$ cat config.mk
export PLATFORM = sky130hd
export DESIGN_NAME = tblock_dispatcher
export DESIGN_NICKNAME = d
export VERILOG_FILES = /design/src/rtl/tblock_dispatcher.sv
export SDC_FILE = /design/constraint.sdc
export NUM_CORES = 1
export LEC_CHECK = 0
export ABC_CLOCK_PERIOD_IN_PS = 3900
export CAP_MARGIN = 20
export CORE_MARGIN = 5
export CORE_UTILIZATION = 46
export CTS_BUF_LIST = sky130_fd_sc_hd__clkbuf_2 sky130_fd_sc_hd__clkbuf_4 sky130_fd_sc_hd__clkbuf_8
export CTS_CLUSTER_SIZE = 40
export DETAILED_ROUTE_END_ITERATION = 10
export PLACE_DENSITY = 0.83
export SYNTH_ARGS = -nofsm -noshare
export SYNTH_HDL_FRONTEND = slang
export SYNTH_SLANG_ARGS = --single-unit
$ cat constraint.sdc
create_clock -name clk_i -period 3.9 [get_ports clk_i]
set_clock_uncertainty 0.2 [all_clocks]
set_input_delay 0.39 -clock clk_i [delete_from_list [all_inputs] [get_ports clk_i]]
set_output_delay 0.39 -clock clk_i [all_outputs]
set_load 0.05 [all_outputs]
$ cat src/rtl/tblock_dispatcher.sv
// Thread-block dispatcher: buffers allocations and spreads them round-robin over clusters,
// and merges per-cluster completions into one stream. Optional counters: TBLOCK_DISPATCH_PERF_EN.
module tblock_dispatcher_chk #(
  parameter int NumClusters = 4
) (
  input logic                   clk_i,
  input logic                   rst_i,
  input logic                   allocate_warp_i,
  input logic                   warp_free_o,
  input logic [NumClusters-1:0] cl_allocate_warp_o,
  input logic [NumClusters-1:0] cl_tblock_done_ready_o
);
  a_no_drop: assert property (@(posedge clk_i) disable iff (rst_i)
    !(allocate_warp_i && !warp_free_o));
  a_alloc_onehot: assert property (@(posedge clk_i) $onehot0(cl_allocate_warp_o));
  a_grant_onehot: assert property (@(posedge clk_i) $onehot0(cl_tblock_done_ready_o));
endmodule

module tblock_dispatcher #(
  parameter int NumClusters    = 4,
  parameter int PcWidth        = 16,
  parameter int AddressWidth   = 32,
  parameter int TblockIdxBits  = 8,
  parameter int TgroupIdBits   = 8,
  parameter int AllocFifoDepth = 2,
  parameter int DoneFifoDepth  = 4
) (
  input  logic                                clk_i,
  input  logic                                rst_i,
  output logic                                warp_free_o,
  input  logic                                allocate_warp_i,
  input  logic [PcWidth-1:0]                  allocate_pc_i,
  input  logic [AddressWidth-1:0]             allocate_dp_addr_i,
  input  logic [TblockIdxBits-1:0]            allocate_tblock_idx_i,
  input  logic [TgroupIdBits-1:0]             allocate_tgroup_id_i,
  input  logic [NumClusters-1:0]              cl_warp_free_i,
  output logic [NumClusters-1:0]              cl_allocate_warp_o,
  output logic [PcWidth-1:0]                  cl_allocate_pc_o,
  output logic [AddressWidth-1:0]             cl_allocate_dp_addr_o,
  output logic [TblockIdxBits-1:0]            cl_allocate_tblock_idx_o,
  output logic [TgroupIdBits-1:0]             cl_allocate_tgroup_id_o,
  input  logic [NumClusters-1:0]              cl_tblock_done_i,
  input  logic [NumClusters*TgroupIdBits-1:0] cl_tblock_done_id_i,
  output logic [NumClusters-1:0]              cl_tblock_done_ready_o,
  output logic                                tblock_done_o,
  output logic [TgroupIdBits-1:0]             tblock_done_id_o,
`ifdef TBLOCK_DISPATCH_PERF_EN
  output logic [31:0]                         perf_dispatched_o,
  output logic [31:0]                         perf_completed_o,
`endif
  input  logic                                tblock_done_ready_i
);
  localparam int CW  = (NumClusters > 1) ? $clog2(NumClusters) : 1;
  localparam int PW  = PcWidth + AddressWidth + TblockIdxBits + TgroupIdBits;
  localparam int AAW = (AllocFifoDepth > 1) ? $clog2(AllocFifoDepth) : 1;
  localparam int ACW = $clog2(AllocFifoDepth + 1);
  localparam int DAW = (DoneFifoDepth > 1) ? $clog2(DoneFifoDepth) : 1;
  localparam int DCW = $clog2(DoneFifoDepth + 1);

  function automatic logic [CW-1:0] rr_idx(input logic [CW-1:0] base, input int off);
    int sum;
    sum = int'(base) + off;
    return CW'(sum % NumClusters);
  endfunction

  function automatic logic [AAW-1:0] alloc_inc(input logic [AAW-1:0] p);
    return (p == AAW'(AllocFifoDepth - 1)) ? AAW'(0) : p + AAW'(1);
  endfunction

  function automatic logic [DAW-1:0] done_inc(input logic [DAW-1:0] p);
    return (p == DAW'(DoneFifoDepth - 1)) ? DAW'(0) : p + DAW'(1);
  endfunction

  logic [PW-1:0]           r_alloc_mem [AllocFifoDepth];
  logic [AAW-1:0]          r_alloc_rd;
  logic [AAW-1:0]          r_alloc_wr;
  logic [ACW-1:0]          r_alloc_cnt;
  logic [CW-1:0]           r_alloc_ptr;
  logic [TgroupIdBits-1:0] r_done_mem [DoneFifoDepth];
  logic [DAW-1:0]          r_done_rd;
  logic [DAW-1:0]          r_done_wr;
  logic [DCW-1:0]          r_done_cnt;
  logic [CW-1:0]           r_done_ptr;

  logic                    w_alloc_full;
  logic                    w_alloc_empty;
  logic                    w_alloc_push;
  logic [PW-1:0]           w_alloc_in;
  logic [PW-1:0]           w_alloc_head;
  logic                    w_issue;
  logic [CW-1:0]           w_issue_sel;
  logic                    w_done_full;
  logic                    w_done_empty;
  logic                    w_done_pop;
  logic                    w_grant;
  logic [CW-1:0]           w_grant_sel;
  logic [TgroupIdBits-1:0] w_grant_id;

  assign w_alloc_full  = (r_alloc_cnt == ACW'(AllocFifoDepth));
  assign w_alloc_empty = (r_alloc_cnt == ACW'(0));
  assign w_alloc_push  = allocate_warp_i && !w_alloc_full;
  assign w_alloc_in    = {allocate_pc_i, allocate_dp_addr_i, allocate_tblock_idx_i,
                          allocate_tgroup_id_i};
  assign w_alloc_head  = r_alloc_mem[r_alloc_rd];
  assign warp_free_o   = !w_alloc_full;

  assign w_done_full   = (r_done_cnt == DCW'(DoneFifoDepth));
  assign w_done_empty  = (r_done_cnt == DCW'(0));
  assign w_done_pop    = !w_done_empty && tblock_done_ready_i;
  assign w_grant_id    = cl_tblock_done_id_i[int'(w_grant_sel)*TgroupIdBits +: TgroupIdBits];

  // Pick the first free cluster at or after the allocation pointer; nothing in the reset cycle.
  always_comb begin
    w_issue     = 1'b0;
    w_issue_sel = r_alloc_ptr;
    if (!rst_i && !w_alloc_empty) begin
      for (int i = 0; i < NumClusters; i++) begin
        if (!w_issue && cl_warp_free_i[rr_idx(r_alloc_ptr, i)]) begin
          w_issue     = 1'b1;
          w_issue_sel = rr_idx(r_alloc_ptr, i);
        end else begin
          w_issue     = w_issue;
        end
      end
    end else begin
      w_issue = 1'b0;
    end
  end

  // Grant the first pending completion at or after the done pointer while there is room.
  always_comb begin
    w_grant     = 1'b0;
    w_grant_sel = r_done_ptr;
    if (!rst_i && !w_done_full) begin
      for (int i = 0; i < NumClusters; i++) begin
        if (!w_grant && cl_tblock_done_i[rr_idx(r_done_ptr, i)]) begin
          w_grant     = 1'b1;
          w_grant_sel = rr_idx(r_done_ptr, i);
        end else begin
          w_grant     = w_grant;
        end
      end
    end else begin
      w_grant = 1'b0;
    end
  end

  // Cluster-side outputs: payload is only driven alongside an allocate pulse.
  always_comb begin
    cl_allocate_warp_o       = {NumClusters{1'b0}};
    cl_allocate_pc_o         = {PcWidth{1'b0}};
    cl_allocate_dp_addr_o    = {AddressWidth{1'b0}};
    cl_allocate_tblock_idx_o = {TblockIdxBits{1'b0}};
    cl_allocate_tgroup_id_o  = {TgroupIdBits{1'b0}};
    cl_tblock_done_ready_o   = {NumClusters{1'b0}};
    if (w_issue) begin
      cl_allocate_warp_o[w_issue_sel] = 1'b1;
      {cl_allocate_pc_o, cl_allocate_dp_addr_o, cl_allocate_tblock_idx_o,
       cl_allocate_tgroup_id_o} = w_alloc_head;
    end else begin
      cl_allocate_warp_o = {NumClusters{1'b0}};
    end
    if (w_grant) begin
      cl_tblock_done_ready_o[w_grant_sel] = 1'b1;
    end else begin
      cl_tblock_done_ready_o = {NumClusters{1'b0}};
    end
  end

  assign tblock_done_o    = !w_done_empty;
  assign tblock_done_id_o = w_done_empty ? {TgroupIdBits{1'b0}} : r_done_mem[r_done_rd];

  // Buffer storage; contents are masked by the occupancy counts so need no reset.
  always_ff @(posedge clk_i) begin
    if (w_alloc_push) begin
      r_alloc_mem[r_alloc_wr] <= w_alloc_in;
    end
    if (w_grant) begin
      r_done_mem[r_done_wr] <= w_grant_id;
    end
  end

  // Allocation buffer pointers, occupancy and round-robin pointer.
  always_ff @(posedge clk_i) begin
    if (rst_i) begin
      r_alloc_rd  <= AAW'(0);
      r_alloc_wr  <= AAW'(0);
      r_alloc_cnt <= ACW'(0);
      r_alloc_ptr <= CW'(0);
    end else begin
      if (w_alloc_push) r_alloc_wr <= alloc_inc(r_alloc_wr);
      if (w_issue) begin
        r_alloc_rd  <= alloc_inc(r_alloc_rd);
        r_alloc_ptr <= rr_idx(w_issue_sel, 1);
      end
      case ({w_alloc_push, w_issue})
        2'b10:   r_alloc_cnt <= r_alloc_cnt + ACW'(1);
        2'b01:   r_alloc_cnt <= r_alloc_cnt - ACW'(1);
        default: r_alloc_cnt <= r_alloc_cnt;
      endcase
    end
  end

  // Completion buffer pointers, occupancy and round-robin pointer.
  always_ff @(posedge clk_i) begin
    if (rst_i) begin
      r_done_rd  <= DAW'(0);
      r_done_wr  <= DAW'(0);
      r_done_cnt <= DCW'(0);
      r_done_ptr <= CW'(0);
    end else begin
      if (w_grant) begin
        r_done_wr  <= done_inc(r_done_wr);
        r_done_ptr <= rr_idx(w_grant_sel, 1);
      end
      if (w_done_pop) r_done_rd <= done_inc(r_done_rd);
      case ({w_grant, w_done_pop})
        2'b10:   r_done_cnt <= r_done_cnt + DCW'(1);
        2'b01:   r_done_cnt <= r_done_cnt - DCW'(1);
        default: r_done_cnt <= r_done_cnt;
      endcase
    end
  end

`ifdef TBLOCK_DISPATCH_PERF_EN
  logic [31:0] r_perf_dispatched;
  logic [31:0] r_perf_completed;

  // Event counters; wrap naturally at 32 bits.
  always_ff @(posedge clk_i) begin
    if (rst_i) begin
      r_perf_dispatched <= 32'd0;
      r_perf_completed  <= 32'd0;
    end else begin
      if (w_issue)    r_perf_dispatched <= r_perf_dispatched + 32'd1;
      if (w_done_pop) r_perf_completed  <= r_perf_completed + 32'd1;
    end
  end

  assign perf_dispatched_o = r_perf_dispatched;
  assign perf_completed_o  = r_perf_completed;
`endif

  tblock_dispatcher_chk #(.NumClusters(NumClusters)) u_chk (
    .clk_i                  (clk_i),
    .rst_i                  (rst_i),
    .allocate_warp_i        (allocate_warp_i),
    .warp_free_o            (warp_free_o),
    .cl_allocate_warp_o     (cl_allocate_warp_o),
    .cl_tblock_done_ready_o (cl_tblock_done_ready_o)
  );
endmodule

==> results.yml, run 1 <==
run_status:
  outcome: "finished, final reports clean"
sta:
  rsz0062_at_grt: "false"
  slew_viol_final: 0
  slew_headroom_pct: 43.96
  holdWs_ns: 0.3079
  timing.final.crit_share_pct: 84.10
  fin_crit_ns: 3.280
  finalSetupTns_ns: 0
  setup_viol: 0
  worst_pin_slew_ns: 0.8298
  max_freq_mhz: 304.9
  finalHoldViolCount: 0
worst_setup_path:
  critPathBufInv: 3
  worstPathCellList: "o21bai_1 > nand2b_2 > buf_4 > inv_1 > and2_1 > buf_4"
  cp_top_family: "buffers and inverters"
  crit_path_max_fanout: 55
  cpPeakStageDelay_ns: 0.56
  cp-start-kind: "flop"
  cp.arrival_ns: 2.69
  path_class: "reg2out"
  critical_path_required_ns: 3.31
  cp-end-kind: "primary output"
  slowest_stage: "buf_4"
  path_common_cell: "buf_4"
grt:
  grt_util_met3_pct: 6.684
  grt.busiest_layer: "met2"
  grt-ovfl-total: 0
  grt_pass1_wl_um: 24650
  track_usage_pct: 17.36
  grt_pass1_vias: 4893
  grt_max_degree: 56
  grt_util_met2_pct: 30.38
  antenna_found_initial: 1
  use_met1_pct: 19.55
clocking:
  ctsResizeCount: 0
  path_clk_slew_ns: 0.10
  clock_latency_ns: 0.46
  cts_buffers: 17
  clkSinkCount: 178
  cts_hold_buffers: 0
  htree_levels: 4
  post_cts_buffers: 0
  clock_tree.root_cell: "clkbuf_8"
  cts_buffer_depth: 2
  cts_tree: "done"
cells_and_area:
  final_nets: 804
  drive_above_1_share_pct: 18.61
  final_cell_count_no_fill: 909
  antennaDiodeCount: 0
  postLayoutCoreUtil_pct: 62.33
  fill_cells: 1177
  final_cell_mix: "edfxtp_1 (160), clkdlybuf4s50_1 (126), nor2_1 (78)"
  final_common_cell: "edfxtp_1"
  syn2layout_area_growth_pct: 32.90
  design_area_um2: 9902
power_and_ir_drop:
  internal-power_mw: 4.213
  p_seq_share_pct: 40.6
  leakage_nw: 3.582
  switchingPower_mw: 2.628
  vdd_ir_drop_max_mv: 0.3994
  power_frac_comb_pct: 39.9
  switching_share_pct: 38.42
  p_clk_share_pct: 19.5
  p_per_area_nw_per_um2: 690.8
logic_synthesis:
  syn-cell-area_um2: 7451
  synth_top_area_share_pct: 64.48
  synth.net_count: 609
  synth_area_leaders: "edfxtp_1 (64%), mux2i_1 (8.6%), dfxtp_1 (4.8%), mux4_2 (4.5%), nor2_1 (4.0%)"
  syn_area_per_cell_um2: 15.36
  synth_seq_area_share_pct: 69.32
  synth-edff-count: 160
  syn_inst: 485
  synthDistinctLibCells: 39
  synth_area_leader_cell: "edfxtp_1"
  yosys_warnings: 0
  ys_seq_elements: 178
  async_flop_share_pct: 0
  synth_ff_type: "edfxtp_1"
job:
  drv_cap: 0
floorplanning:
  die_h_um: 137.3
  core_area_um2: 15890
  num_io_pins: 190
  die_area_um2: 18840
  placementRows: 46
  dieWidth_um: 137.3
  start_util_pct: 46.90
place:
  gp_congestion: 0.7544
  place_area_um2: 9469
  post-dp-hpwl_um: 11770
  dp.cells: 877
  io_buffers: 189
route:
  vias: 4647
  drt-pass1-iter-count: 4
  drc_errors: 0
  drtAntennaViolNets: 0
  drt_iter0_markers: 258
  drt_wl_total_um: 16390
  routedWlPerCell_um: 18.03
  routed_via_density: 5.112
min_path:
  min_path_type: "in2reg"
## path summary, 6_finish.rpt
check,depth (start not counted),slack (ns),to,from
setup reg to reg,7,0.95,r_alloc_cnt[1]$_SDFFE_PP0P_,r_alloc_cnt[0]$_SDFFE_PP0P_
setup / recovery,6,0.62,cl_allocate_warp_o[2],r_alloc_cnt[0]$_SDFFE_PP0P_
hold reg to reg,2,0.31,r_done_rd[1]$_SDFFE_PP0N_,r_done_rd[1]$_SDFFE_PP0N_
hold / removal,1,0.31,r_alloc_mem[1][16]$_DFFE_PP_,allocate_dp_addr_i[0]
## metrics by stage
| stage | setup slack, ns | total power, mW |
|---|---|---|
| floorplan | 0.5206 | 4.693 |
| global placement | 0.5542 | 5.487 |
| detailed placement | 0.4565 | 5.580 |
| CTS | 0.5340 | 6.920 |
| global route | 0.3900 | 7.207 |
| finish | 0.6202 | 6.841 |
## power groups by stage
stage / clock network, mW / logic (mW) / registers [mW]
floorplan: 0 / 2.01 / 2.68
global placement: 0 / 2.69 / 2.80
detailed placement: 0 / 2.76 / 2.82
CTS: 1.37 / 2.77 / 2.78
global route: 1.46 / 2.93 / 2.82
finish: 1.33 / 2.73 / 2.78
## per-layer routing
metal	share of wire, %	vias up
li1	-	2183
met1	38	2264
met2	51	176
met3	8.8	22
met4	1.4	2
met5	0.067	-
## cell type report
| class | count | area [um^2] | area share, % |
|---|---|---|---|
| inverters | 13 | 48.80 | 0.4928 |
| flip-flops and latches | 178 | 5169 | 52.20 |
| multi-input cells | 271 | 2147 | 21.68 |
| clock buffers | 17 | 234.0 | 2.363 |
| clock inverters | 15 | 198.9 | 2.009 |
| repair buffers | 199 | 1834 | 18.52 |
| well taps | 216 | 270.3 | 2.729 |
## cells by family after synthesis
group	Yosys count	share of synthesized area [%]
compound gates	32	2.771
buf+inv	36	2.015
simple gates	134	8.564
xor+xnor	9	1.058
flops	178	69.32
fa+ha+maj	16	2.788
mux	80	13.48
## cells in the mapped netlist, drive strengths merged (2+ instances only)
cell type,n
nor3b,4
o21ai,10
mux2i,64
nor2b,2
clkbuf,14
a21oi,9
or4,2
nand3b,3
nor3,2
ha,15
xnor2,3
mux4,16
inv,13
or3,4
and2,20
buf,9
edfxtp,160
and3b,4
o31ai,5
dfxtp,18
nand2b,2
nor2,79
nand2,10
xor2,6
## state kept, by name, summed over array words and instances, names as in the netlist, named ones only
register / count
r_done_rd: 2
r_done_wr: 2
r_alloc_ptr: 2
r_alloc_mem: 128
r_done_cnt: 3
r_alloc_wr: 1
r_done_mem: 32
r_alloc_rd: 1
r_done_ptr: 2
r_alloc_cnt: 2
(Power assumes the default switching activity.)
==> run 2: changes to the inputs <==
ABC_CLOCK_PERIOD_IN_PS = 2800   (was 3900)
clock period = 2.8 ns   (was 3.9 ns; I/O delays follow)
==> results.yml, run 2 (synthesis gave the netlist of run 1 again) <==
cells_and_area:
  drive_above_1_share_pct: 26.51
  final_common_cell: "edfxtp_1"
  regMostFlops: "r_alloc_mem"
  final_cell_mix: "edfxtp_1 (160), clkdlybuf4s50_1 (109), nor2_1 (78)"
  reg_top3: "r_alloc_mem x128, r_done_mem x32, r_done_cnt x3"
  antennaDiodeCount: 0
  final_nets: 824
  design_area_um2: 11060
  largest_reg_flops: 128
  final_cell_count_no_fill: 929
  syn2layout_area_growth_pct: 48.40
place:
  dp.cells: 892
  gp_congestion: 0.8192
  post-dp-hpwl_um: 12200
  place_area_um2: 10420
  io_buffers: 189
sta:
  slew_viol_final: 0
  setup_viol: 0
  finalHoldViolCount: 0
  rsz0062_at_grt: "true"
  timing.final.crit_share_pct: 99.22
  max_freq_mhz: 359.9
  finalSetupTns_ns: 0
  fin_crit_ns: 2.778
  worst_pin_slew_ns: 0.5602
  slew_headroom_pct: 62.54
grt:
  grt_max_degree: 66
  grt_pass1_wl_um: 25660
  grt_pass1_vias: 4981
  antenna_found_initial: 0
  track_usage_pct: 17.92
  grt-ovfl-total: 0
route:
  drt_wl_total_um: 16970
  drt_iter0_markers: 171
  drc_errors: 0
  drtAntennaViolNets: 0
  vias: 4790
  drt-pass1-iter-count: 4
  routedWlPerCell_um: 18.27
  routed_via_density: 5.156
power_and_ir_drop:
  p_per_area_nw_per_um2: 943.3
  vdd_ir_drop_max_mv: 0.7488
  leakage_nw: 3.968
floorplanning:
  num_io_pins: 190
  core_area_um2: 15890
  die_area_um2: 18840
  die_h_um: 137.3
  start_util_pct: 46.90
  dieWidth_um: 137.3
  placementRows: 46
clocking:
  cts_tree: "done"
  path_clk_slew_ns: 0.09
  htree_levels: 4
  clkSinkCount: 178
  cts_buffers: 17
  clock_tree.root_cell: "clkbuf_8"
  clock_latency_ns: 0.43
  cts_buffer_depth: 2
worst_setup_path:
  critical_path_required_ns: 2.32
  cp-end-kind: "primary output"
  cp.arrival_ns: 2.30
  crit_path_max_fanout: 3
  path_class: "reg2out"
  cp-start-kind: "flop"
job:
  drv_cap: 0
min_path:
  min_path_type: "in2reg"
run_status:
  outcome: "finished, final reports clean"
run 2: cell types whose count changed in the layout (fill, tap and decap cells not counted), moves of 4 or more:
cell             previous run  this run
dfxtp_1                    17        12
clkdlybuf4s50_1           126       109
buf_12                      2        71
and2_4                      0         5
dlygate4sd2_1               0         5
and2_1                     20        15
buf_4                      71        26
dfxtp_2                     0         4
buf_6                       0         5
run 2: path summary, 6_finish.rpt:
| kind | slack (ns) | depth (start not counted) | endpoint | from |
|---|---|---|---|---|
| max | 0.02 | 8 | cl_tblock_done_ready_o[1] | r_done_ptr[0]$_SDFFE_PP0P_ |
| min | 0.22 | 1 | r_alloc_mem[1][20]$_DFFE_PP_ | allocate_dp_addr_i[4] |
| max reg2reg | 0.21 | 6 | r_done_mem[1][6]$_DFFE_PP_ | r_done_ptr[0]$_SDFFE_PP0P_ |
| min reg2reg | 0.30 | 2 | flop | r_done_rd[1]$_SDFFE_PP0N_ |
run 2: layer usage:
layer  up-vias  GRT usage [%]  wire length (um)
li1       2227              -                 -
met1      2359          20.47              6525
met2       182          32.37              8872
met3        22          6.063              1349
met4         0          4.379               222
met5         -              0                 0
run 2: where the power goes:
part | internal (mW) | switching [mW] | total [mW]
sequential | 3.56 | 0.218 | 3.77
clock | 0.921 | 0.899 | 1.82
combinational | 2.10 | 2.74 | 4.84
run 2: per-stage QoR:
stage / utilization (%) / total power, mW / hold WS [ns] / setup slack [ns]
after global placement: 65.56 / 8.289 / 0.2619 / -0.1372
after floorplan: - / 6.531 / 0.1789 / 0.07547
after CTS: 69.02 / 10.41 / 0.1834 / 0.004405
final: 69.60 / 10.43 / 0.2211 / 0.02173
after global routing: 69.60 / 10.93 / 0.1812 / -0.1224
after detailed placement: 65.56 / 8.476 / 0.2937 / -0.2273
run 2: layout make-up:
cell class / instances / area [um^2]
repair buffers: 219 / 2853
clock inverters: 13 / 173.9
inverters: 13 / 51.30
fillers: 1026 / 4828
clock buffers: 19 / 249.0
well taps: 216 / 270.3
multi-input cells: 271 / 2282
flip-flops and latches: 178 / 5177
run 2: worst max-delay path, cell delays in order (launching register included):
cell	delay, ns
dfxtp_2	0.35
or4_4	0.53
a41oi_4	0.17
xnor2_2	0.16
buf_4	0.18
inv_4	0.04
ha_2	0.16
and2_4	0.14
buf_8	0.14
run 2: timing repair:
item / in CTS / in global routing
hold buffers: 0 / 0
hold endpoints to repair: 0 / 0
buffers inserted: 4 / 1
setup endpoints to repair: 13 / 8
pin swaps: 6 / 7
resized for setup: 33 / 21
cloned: 0 / 0
==> run 3: changes to the inputs <==
CAP_MARGIN = 40   (was 20)
==> results of run 3 <==
Final layout, timing and power as in run 2 (identical DEF).
==> RTL edit: new RTL, settings of run 2 <==
`TgroupIdBits`: 8 -> 12.
--- a/src/rtl/tblock_dispatcher.sv
+++ b/src/rtl/tblock_dispatcher.sv
@@ -23,3 +23,3 @@
   parameter int TblockIdxBits  = 8,
-  parameter int TgroupIdBits   = 8,
+  parameter int TgroupIdBits   = 12,
   parameter int AllocFifoDepth = 2,
Interface: changed (resized allocate_tgroup_id_i, cl_allocate_tgroup_id_o, cl_tblock_done_id_i and tblock_done_id_o); port bits go from 190 to 218. The function was not compared with the original's and may differ.
==> RTL edit against run 2 <==
  * The flow now finishes with violations (negative setup slack)
  * Fmax shrank 5.5%
  * Critical path depth grew 1
  * Largest cell class unchanged
  * Utilization grew 0.87 points
  * Synthesized cell count grew 9.5%
  * Worst setup slack lost 0.16 ns
  * Area after synthesis grew 14%
  * Critical path type unchanged
  * Routed wire length grew 27%
  * Sequential power grew 16%
  * Sequential cell count grew 24
  * Power grew 19%
  * Die area grew 13%
  * Final area grew 15%
  * Global-route usage grew 1.8 points
==> RTL edit: results (changes against run 2) <==
stage	metric	value	unit	change
status	status	complete, but fails checks		was finished clean
status	violations	negative setup slack		
pwr	p_clk	2.41	mW	was 1.82 mW
placed_design	place_area	11900	µm²	was 10400 µm²
synth	synthXorXnorAreaFrac	0.0102		was 0.0106
synth	synth.avg_cell_area	16.0	µm²	was 15.4 µm²
cells_and_area	final_area	12700	µm²	was 11100 µm²
placed_design	pre_cts_slack	-0.264	ns	was -0.227 ns
pwr	p_int	7.89	mW	was 6.57 mW
hold_path	hold_end	r_alloc_ptr[0]		was r_alloc_mem[1][20]
cells_and_area	nets	941		was 824
synth	synth_edf_count	184		was 160
sta	hold_slack	0.129	ns	was 0.221 ns
sta	finalSetupViolCount	6		was 0
sta	slew_headroom	0.577		was 0.625
sta	setup_ws	-0.139	ns	was 0.0217 ns
cells_and_area	n_fill_cell	1117		was 1026
clock_network	clkLatencyLatePin	0.51	ns	was 0.43 ns
cells_and_area	finalNonFillerCells	1051		was 929
synth	synthTopCellsByCount	edfxtp_1 (184), nor2_1 (84), mux2i_1 (69), and2_1 (24), mux4_2 (19)		was edfxtp_1 (160), nor2_1 (79), mux2i_1 (64), and2_1 (20), dfxtp_1 (18)
clock_network	h-tree-depth	2		was 4
cells_and_area	drive_above_1_share	0.295		was 0.265
hold_path	min_from	rst_i		was allocate_dp_addr_i[4]
global_routing	grt_pass1_wl	33200	µm	was 25700 µm
synth	syn_nets	675		was 609
clock_network	numCtsBuffers	34		was 17
setup_path	endpoint	cl_allocate_warp_o[3]		was cl_tblock_done_ready_o[1]
global_routing	grt_pass1_vias	6045		was 4981
route	met1_length	7470	µm	was 6530 µm
setup_path	rr_endpoint	r_done_mem[2][10]		was r_done_mem[1][6]
placed_design	port_buffers	217		was 189
setup_path	r2r_slack	0.07	ns	was 0.21 ns
clock_network	cts.reportedPaths.clkPinSlew	0.06	ns	was 0.09 ns
setup_path	rr_worst_depth	7		was 6
global_routing	antenna_found_initial	3		was 0
pwr	ir_worst_vdd	600	µV	was 749 µV
placed_design	place.gp.congestion	0.840		was 0.819
sta	finalSetupTns	-0.575	ns	was 0 ns
route	firstDrtPassIters	5		was 4
setup_path	cp_max_fo	8		was 3
setup_path	crit_start	r_alloc_ptr[0]		was r_done_ptr[0]
global_routing	gr-usage-met1	0.209		was 0.205
synth	yosys-top-cells-area	edfxtp_1 (65%), mux2i_1 (8.2%), mux4_2 (5.1%)		was edfxtp_1 (64%), mux2i_1 (8.6%), dfxtp_1 (4.8%)
global_routing	track_usage	0.198		was 0.179
synth	synth-seq-area-share	0.695		was 0.693
synth	synth_cell_type_count	41		was 39
clock_network	cts_buffer_depth	3		was 2
route	dr_wl_met3	1140	µm	was 1350 µm
[RTL edit: cell types whose count changed after synthesis, sizes merged]
cell    before  now
nand2       10    8
mux4        16   24
mux2i       64   69
edfxtp     160  184
clkbuf      14   17
a21oi        9    8
and2        20   24
nor2        79   84
[RTL edit: kinds of logic after synthesis]
| logic type | count (synthesis) |
|---|---|
| flip-flops | 202 |
| AND/OR/NAND/NOR | 141 |
| multiplexers | 93 |
| buffers and inverters | 39 |
| AO/OA/AOI/OAI | 31 |
| adder cells (fa/ha/maj) | 16 |
| XOR/XNOR | 9 |
[RTL edit: timing repair]
item | CTS | global route
pin swaps | 7 | 4
resized for setup | 38 | 17
buffers inserted | 5 | 2
endpoints found under the setup margin | 8 | 28
[RTL edit: area by class of cell]
class,count,area share
clock inverters,14,0.00473
repair buffers,256,0.257
diodes,3,0.000591
well taps,229,0.0226
multi-input cells,290,0.202
flip-flops and latches,202,0.464
clock buffers,44,0.0442
inverters,13,0.00443
